**config.mk**
```make
export PLATFORM = sky130hd
export DESIGN_NAME = serial_adder
export DESIGN_NICKNAME = d
export VERILOG_FILES = /design/src/rtl/serial_adder.sv
export SDC_FILE = /design/constraint.sdc
export NUM_CORES = 1
export LEC_CHECK = 0
export CAP_MARGIN = 15
export CORE_AREA = 2 2 72 54
export CTS_CLUSTER_DIAMETER = 50
export DETAILED_ROUTE_END_ITERATION = 8
export DIE_AREA = 0 0 74 56
export HOLD_SLACK_MARGIN = 0.06
export PLACE_DENSITY = 0.76
export SYNTH_ARGS = -nofsm -noshare
export SYNTH_HDL_FRONTEND = slang
export SYNTH_SLANG_ARGS = --single-unit
```
**constraint.sdc**
```tcl
create_clock -name clk -period 1.8 [get_ports clk]
set_input_delay 0.36 -clock clk [delete_from_list [all_inputs] [get_ports clk]]
set_output_delay 0.36 -clock clk [all_outputs]
set_load 0.05 [all_outputs]
```
**src/rtl/serial_adder.sv**
```systemverilog
`default_nettype none
// ============================================================================
//  Module      : serial_adder
//  Description : Bit-serial adder. A single 1-bit full-adder cell plus a carry
//                flip-flop adds two WIDTH-bit operands LSB-first, one bit per
//                clock. Operands arrive and results leave over valid/ready
//                handshakes.
//  Revision    : 1.0  initial release
// ============================================================================
module serial_adder #(
    parameter int WIDTH = 8
) (
    input  logic             clk,
    input  logic             rst_n,
    input  logic             in_valid,
    output logic             in_ready,
    input  logic [WIDTH-1:0] a,
    input  logic [WIDTH-1:0] b,
    input  logic             cin,
    output logic             out_valid,
    input  logic             out_ready,
    output logic [WIDTH-1:0] sum,
    output logic             cout
);

    // One extra counter bit so the count never wraps before the last bit.
    localparam int                 CNT_W      = $clog2(WIDTH) + 1;
    localparam logic [CNT_W-1:0]   C_CNT_LAST = CNT_W'(WIDTH - 1);
    localparam logic [CNT_W-1:0]   C_CNT_ONE  = CNT_W'(1);

    typedef enum logic [1:0] {
        S_IDLE = 2'd0,
        S_RUN  = 2'd1,
        S_DONE = 2'd2
    } state_t;

    state_t             r_state;
    state_t             w_state_next;

    logic [WIDTH-1:0]   r_a_sh;
    logic [WIDTH-1:0]   r_b_sh;
    logic               r_carry;
    logic [CNT_W-1:0]   r_cnt;
    logic [WIDTH-1:0]   r_sum;
    logic               r_cout;

    logic               w_accept;
    logic               w_last;
    logic               w_s;
    logic               w_c;
    logic [WIDTH-1:0]   w_sum_next;

    // Handshake outputs decode only from registered state.
    assign in_ready  = (r_state == S_IDLE);
    assign out_valid = (r_state == S_DONE);
    assign sum       = r_sum;
    assign cout      = r_cout;

    assign w_accept  = in_valid && (r_state == S_IDLE);
    assign w_last    = (r_cnt == C_CNT_LAST);

    // The single full-adder cell working on the current LSBs and carry.
    assign w_s = r_a_sh[0] ^ r_b_sh[0] ^ r_carry;
    assign w_c = (r_a_sh[0] & r_b_sh[0]) | (r_a_sh[0] & r_carry) | (r_b_sh[0] & r_carry);

    // Sum bits enter at the MSB and shift down, so after WIDTH steps the first
    // bit computed sits at bit 0. A 1-bit sum has nothing to shift.
    generate
        if (WIDTH == 1) begin : g_sum_single
            assign w_sum_next = w_s;
        end else begin : g_sum_shift
            assign w_sum_next = {w_s, r_sum[WIDTH-1:1]};
        end
    endgenerate

    // State register.
    always_ff @(posedge clk) begin
        if (!rst_n) begin
            r_state <= S_IDLE;
        end else begin
            r_state <= w_state_next;
        end
    end

    // Next-state decode: IDLE -> RUN -> DONE -> IDLE.
    always_comb begin
        w_state_next = r_state;
        case (r_state)
            S_IDLE: begin
                if (w_accept) begin
                    w_state_next = S_RUN;
                end
            end
            S_RUN: begin
                if (w_last) begin
                    w_state_next = S_DONE;
                end
            end
            S_DONE: begin
                if (out_ready) begin
                    w_state_next = S_IDLE;
                end
            end
            default: begin
                w_state_next = S_IDLE;
            end
        endcase
    end

    // Datapath: load operands on accept, then shift one bit per RUN cycle.
    // Result registers are untouched in IDLE/DONE so the last result persists.
    always_ff @(posedge clk) begin
        if (!rst_n) begin
            r_a_sh  <= '0;
            r_b_sh  <= '0;
            r_carry <= 1'b0;
            r_cnt   <= '0;
            r_sum   <= '0;
            r_cout  <= 1'b0;
        end else begin
            case (r_state)
                S_IDLE: begin
                    if (w_accept) begin
                        r_a_sh  <= a;
                        r_b_sh  <= b;
                        r_carry <= cin;
                        r_cnt   <= '0;
                    end
                end
                S_RUN: begin
                    r_carry <= w_c;
                    r_a_sh  <= r_a_sh >> 1;
                    r_b_sh  <= r_b_sh >> 1;
                    r_sum   <= w_sum_next;
                    r_cnt   <= r_cnt + C_CNT_ONE;
                    if (w_last) begin
                        r_cout <= w_c;
                    end
                end
                default: begin
                end
            endcase
        end
    end

endmodule
`default_nettype wire

```
=== Yosys cells after proc, flatten, opt, wreduce, memory -nomap -nowiden ===
Cells that the tools add are included.

* Register bits after elaboration: 32
* Input port bits: 21
* Output and inout port bits: 11
* Logic and storage cells: 39

* Add/sub/neg operators: 1
* Equal/unequal tests: 6
* Multiplexer cells: 12
* Bitwise operators: 7
* Reduce and logical (&&, ||, !) cells: 6

{| class="wikitable"
|+ Operators with widths
! operator !! count
|-
| one-hot mux 8 bit (2 select lines) || 2
|-
| 2-to-1 mux 8 bit || 2
|-
| one-hot mux 4 bit (2 select lines) || 1
|-
| 2-to-1 mux 2 bit || 3
|-
| one-hot mux 2 bit (3 select lines) || 1
|-
| adder 4 x 1 -> 4 bit, second input constant || 1
|-
| == test 4 x 3 -> 1 bit, second input constant || 1
|-
| 2-to-1 mux 4 bit || 1
|-
| != test 2 x 1 -> 1 bit, second input constant || 2
|-
| AND reduction 2 bit || 2
|-
| bitwise AND 1 bit || 3
|-
| AND reduction 3 bit || 1
|-
| == test 2 x 1 -> 1 bit, second input constant || 1
|-
| == test 2 bit, second input constant || 1
|-
| zero test 2 bit || 1
|-
| != test 2 bit, second input constant || 1
|-
| OR 1 bit || 2
|-
| one-hot mux 1 bit (2 select lines) || 1
|-
| nonzero test 2 bit || 1
|-
| XOR 1 bit || 2
|-
| logical AND 1 bit || 1
|-
| 2-to-1 mux 1 bit || 1
|}

=== Depth between registers and ports, before layout ===
* Depth after elaboration: 4
* Mapped depth: 5
* Gate-level depth less buffers: 4

=== Worst setup path before layout ===
Ideal clock, no wire load.

* Path kind: register -> output
* Start: register r_state[1]
* End: output out_valid
* Arrival: 1.484 ns
* Required time: 1.440 ns
* Path slack: -0.044 ns
* Stages on the path, launching flop included: 4
* Buffers on the path: 1
* Path through: dfxtp_1 -> clkinv_1 -> clkbuf_1 -> nor2_1

* Word-level cells in the longest chain between the ends: 1

{| class="wikitable"
|+ RTL lines
! element !! RTL line !! source
|-
| start: declaration || 37 || <nowiki>state_t r_state;</nowiki>
|-
| start signal: assignment || 81 || <nowiki>r_state <= w_state_next;</nowiki>
|-
| == test 2 bit || 55 || <nowiki>assign out_valid = (r_state == S_DONE);</nowiki>
|-
| end: declaration || 20 || <nowiki>output logic out_valid,</nowiki>
|}

Every way passes these cells.

=== Worst setup path after layout ===
* Start: register r_state[0]
* End: output out_valid

Same word-level chain as after synthesis.

==> impl_results.html <==
<table>
<tr><th>Metric</th><th>Value</th></tr>
<tr><th colspan="2">Synthesis</th></tr>
<tr><td>Count of yosys warnings during synthesis</td><td>0</td></tr>
<tr><td>Number of distinct library cells after synthesis</td><td>29</td></tr>
<tr><td>Synthesized flop and latch total</td><td>32</td></tr>
<tr><td>Sequential element share of the synthesized area</td><td>0.482</td></tr>
<tr><td>Count of mapped cells out of synthesis</td><td>158</td></tr>
<tr><td>Post-synthesis instance area</td><td>1330 sq um</td></tr>
<tr><td>Mean Syn Cell Area</td><td>8.42 sq um</td></tr>
<tr><td>Synthesized Nets</td><td>181</td></tr>
<tr><th colspan="2">Clock tree</th></tr>
<tr><td>Worst-Skew Late Latency</td><td>0.29 ns</td></tr>
<tr><td>TritonCTS clock tree</td><td>done</td></tr>
<tr><td>Post-cts resize count</td><td>0</td></tr>
<tr><td>Clock Root Buffer</td><td>clkbuf_8</td></tr>
<tr><td>Max Root-Sink Buffers</td><td>2</td></tr>
<tr><td>Hold bufs inserted after CTS</td><td>0</td></tr>
<tr><td>Num CTS Buffers</td><td>5</td></tr>
<tr><td>CTS clock-pin slew for the worst setup and hold paths</td><td>0.07 ns</td></tr>
<tr><td>Setup Fix Bufs, Post-CTS</td><td>0</td></tr>
<tr><td>CTS sink count</td><td>32</td></tr>
<tr><td>H-tree depth reported by CTS</td><td>2</td></tr>
<tr><th colspan="2">STA</th></tr>
<tr><td>Sum Neg Setup Slack</td><td>0 ns</td></tr>
<tr><td>RSZ-0062 raised after global routing</td><td>no</td></tr>
<tr><td>Slew headroom</td><td>0.693</td></tr>
<tr><td>Actual transition at the worst max-transition pin</td><td>0.460 ns</td></tr>
<tr><td>Hold Vio Cnt, Final</td><td>0</td></tr>
<tr><td>Shortest clock period the worst path allows after layout</td><td>1.61 ns</td></tr>
<tr><td>Final Cycle Share</td><td>0.895</td></tr>
<tr><td>Least setup slack across all paths after layout</td><td>0.188 ns</td></tr>
<tr><td>Final max-slew violation count</td><td>0</td></tr>
<tr><td>Post-Route Skew</td><td>0.0135 ns</td></tr>
<tr><td>Achievable clock frequency</td><td>0.620 GHz</td></tr>
<tr><td>Number of setup violations in the final report</td><td>0</td></tr>
<tr><th colspan="2">Critical path</th></tr>
<tr><td>Worst reg2reg setup slack</td><td>0.45 ns</td></tr>
<tr><td>Required time at the endpoint of the critical path</td><td>1.44 ns</td></tr>
<tr><td>Destination of the worst register-to-register timing path</td><td>r_b_sh[6]$_SDFFE_PN0P_</td></tr>
<tr><td>Critical Path Sink Type</td><td>output pin</td></tr>
<tr><td>Critical Setup Path Class</td><td>reg -&gt; out</td></tr>
<tr><td>Length in cells of the worst reg-to-reg path</td><td>3</td></tr>
<tr><td>Worst EP arrival</td><td>1.25 ns</td></tr>
<tr><td>Launching element type of the critical path</td><td>flop</td></tr>
<tr><td>Origin of the critical flop-to-flop path</td><td>r_state[0]$_SDFFE_PN0P_</td></tr>
<tr><td>Max Fanout on Critical Path</td><td>13</td></tr>
<tr><td>CP Capture Point</td><td>out_valid</td></tr>
<tr><td>Crit path launch</td><td>r_state[0]$_SDFFE_PN0P_</td></tr>
<tr><th colspan="2">GRT</th></tr>
<tr><td>First-pass GRT wire length</td><td>4840 microns</td></tr>
<tr><td>Vias in the first global route</td><td>1089</td></tr>
<tr><td>Antenna violations before repair</td><td>0</td></tr>
<tr><td>Fraction of met3 tracks used by global routing</td><td>0.0707</td></tr>
<tr><td>Met1 track utilization from global routing</td><td>0.217</td></tr>
<tr><td>Total congestion overflow after global routing</td><td>0</td></tr>
<tr><td>Fraction of met2 tracks used by global routing</td><td>0.207</td></tr>
<tr><td>Largest net degree at the start of global routing</td><td>17</td></tr>
<tr><td>GRT busiest layer</td><td>met1</td></tr>
<tr><td>GRT Resource Usage Total</td><td>0.152</td></tr>
<tr><th colspan="2">Place</th></tr>
<tr><td>IO Port Bufs</td><td>31</td></tr>
<tr><td>Final GP Congestion</td><td>0.821</td></tr>
<tr><td>Pre-CTS setup slack</td><td>0.267 ns</td></tr>
<tr><td>HPWL reported at the end of detailed placement</td><td>2090 microns</td></tr>
<tr><th colspan="2">Flow run</th></tr>
<tr><td>Max-Cap Viols</td><td>0</td></tr>
<tr><th colspan="2">Detailed routing</th></tr>
<tr><td>Iteration-0 DRC Markers</td><td>51</td></tr>
<tr><td>Detailed-route wire length per cell</td><td>12.2 microns</td></tr>
<tr><td>Vias post-DR</td><td>1202</td></tr>
<tr><td>DRC violation count after routing</td><td>0</td></tr>
<tr><td>Count of antenna-violating nets left after detailed routing</td><td>0</td></tr>
<tr><td>Via density</td><td>4.95</td></tr>
<tr><td>Post-detailed-routing wire length</td><td>2980 microns</td></tr>
<tr><td>First-pass detailed-route iteration total</td><td>4</td></tr>
<tr><th colspan="2">Cells and area</th></tr>
<tr><td>Number of fillers in the final layout</td><td>351</td></tr>
<tr><td>Number of nets at the end of the flow</td><td>215</td></tr>
<tr><td>N_diodes</td><td>0</td></tr>
<tr><td>Layout cell share with drive strength beyond 1</td><td>0.150</td></tr>
<tr><td>Area occupied by multi-input gates</td><td>627 sq um</td></tr>
<tr><td>Area taken by flip-flops and latches</td><td>641 sq um</td></tr>
<tr><td>Area growth syn-to-layout</td><td>34.5%</td></tr>
<tr><th colspan="2">Min path</th></tr>
<tr><td>Worst Hold Launch</td><td>sum[0]$_SDFFE_PN0P_</td></tr>
<tr><td>Worst hold path depth</td><td>2</td></tr>
<tr><td>Type of the tightest min-delay check</td><td>reg -&gt; reg</td></tr>
<tr><th colspan="2">Power</th></tr>
<tr><td>Ratio of total power to cell area</td><td>858 nW/um^2</td></tr>
<tr><td>IR drop worst, VDD</td><td>0.335 mV</td></tr>
<tr><td>Total leakage power</td><td>0.670 nW</td></tr>
<tr><th colspan="2">Floorplan</th></tr>
<tr><td>Chip width</td><td>74 microns</td></tr>
<tr><td>Total number of placement rows</td><td>18</td></tr>
<tr><td>Top Ports</td><td>32</td></tr>
<tr><td>Die Y-Extent</td><td>56 microns</td></tr>
<tr><td>Initial Util</td><td>0.391</td></tr>
<tr><td>Total die area</td><td>4140 sq um</td></tr>
<tr><td>Core area</td><td>3400 sq um</td></tr>
<tr><th colspan="2">Run status</th></tr>
<tr><td>Outcome</td><td>completed</td></tr>
</table>
-- how the worst min path moves through the flow --
stage,end,slack (ns)
finish,sum[0]$_SDFFE_PN0P_,0.46
CTS,sum[0]$_SDFFE_PN0P_,0.47
floorplan,r_a_sh[7]$_SDFFE_PN0P_,0.45
global route,sum[0]$_SDFFE_PN0P_,0.48
detailed placement,sum[0]$_SDFFE_PN0P_,0.46
global placement,sum[0]$_SDFFE_PN0P_,0.45
-- synth_stat cells, drive strengths merged --
cell,n,share of area
inv,2,0.0056
mux2i,2,0.015
nand4b,1,0.0066
o32a,1,0.0085
o21ba,1,0.0075
ha,1,0.0094
o21a,1,0.0056
dfxtp,32,0.48
clkinv,1,0.0028
and2b,1,0.0056
o21bai,1,0.0056
nor2,15,0.042
a22oi,1,0.0056
clkbuf,6,0.017
nand3,2,0.0075
or3,1,0.0047
o2bb2ai,8,0.053
nand2,22,0.062
and3,1,0.0047
fa,1,0.015
o22ai,7,0.033
a32oi,2,0.013
nor3,1,0.0038
a31oi,1,0.0047
nand2b,2,0.0094
buf,5,0.024
a21oi,24,0.090
o21ai,15,0.056
-- stage by stage --
step	hold slack [ns]	cell area, sq um	total power [mW]	instances	utilization
2_1_floorplan	0.454	1330	0.915	158	-
3_3_place_gp	0.447	1700	1.00	235	0.500
3_5_place_dp	0.456	1700	1.01	235	0.500
4_1_cts	0.466	1790	1.55	243	0.526
5_1_grt	0.478	1790	1.60	243	0.526
6_report	0.464	1790	1.54	243	0.526
-- layer usage --
metal / wire length (microns) / vias to the layer above
met3: 143 / 2
met2: 1210 / 27
li1: - / 629
met1: 1610 / 544
met5: 0 / -
met4: 19 / 0
-- area by class of cell --
| cell class | count | share of cell area |
|---|---|---|
| tap | 50 | 0.0350 |
| multi-input combinational | 112 | 0.350 |
| timing repair buffer | 38 | 0.201 |
| inverter | 3 | 0.00629 |
| sequential | 32 | 0.358 |
| clock inverter | 3 | 0.0105 |
| clock buffer | 5 | 0.0385 |
-- sequential cells by signal, indices dropped and copies added (netlist names) --
register / flops
cout: 1
r_a_sh: 8
r_b_sh: 8
r_carry: 1
r_cnt: 4
r_state: 2
sum: 8
-- critical path, cell delays in order (launching register included) --
cell and delay [ns]:
dfxtp_1 0.56, buf_4 0.22, nor2_2 0.05, buf_12 0.14
-- where the power goes --
part	total [mW]	switching [mW]	internal, mW
clock network	0.545	0.276	0.269
logic	0.214	0.109	0.105
registers	0.776	0.0274	0.749
total	1.54	0.413	1.12
-- kinds of logic (layout without fill, tap and decap cells) --
kind of cell    after synthesis  count (layout)  share of synthesized area
buf+inv                      14              49                     0.0489
fa+ha+maj                     2               2                     0.0245
simple gates                 46              46                      0.147
mux                           2               2                     0.0151
flops                        32              32                      0.482
compound gates               62              62                      0.283
-- cells in the final DEF (no fill, tap or decap), types with 5 or more instances in the layout --
cell,instances
a21oi_1,24
buf_4,16
clkbuf_8,5
clkdlybuf4s50_1,20
dfxtp_1,32
nand2_1,22
nor2_1,14
o21ai_0,15
o22ai_1,7
o2bb2ai_1,8
(Power assumes the default switching activity.)
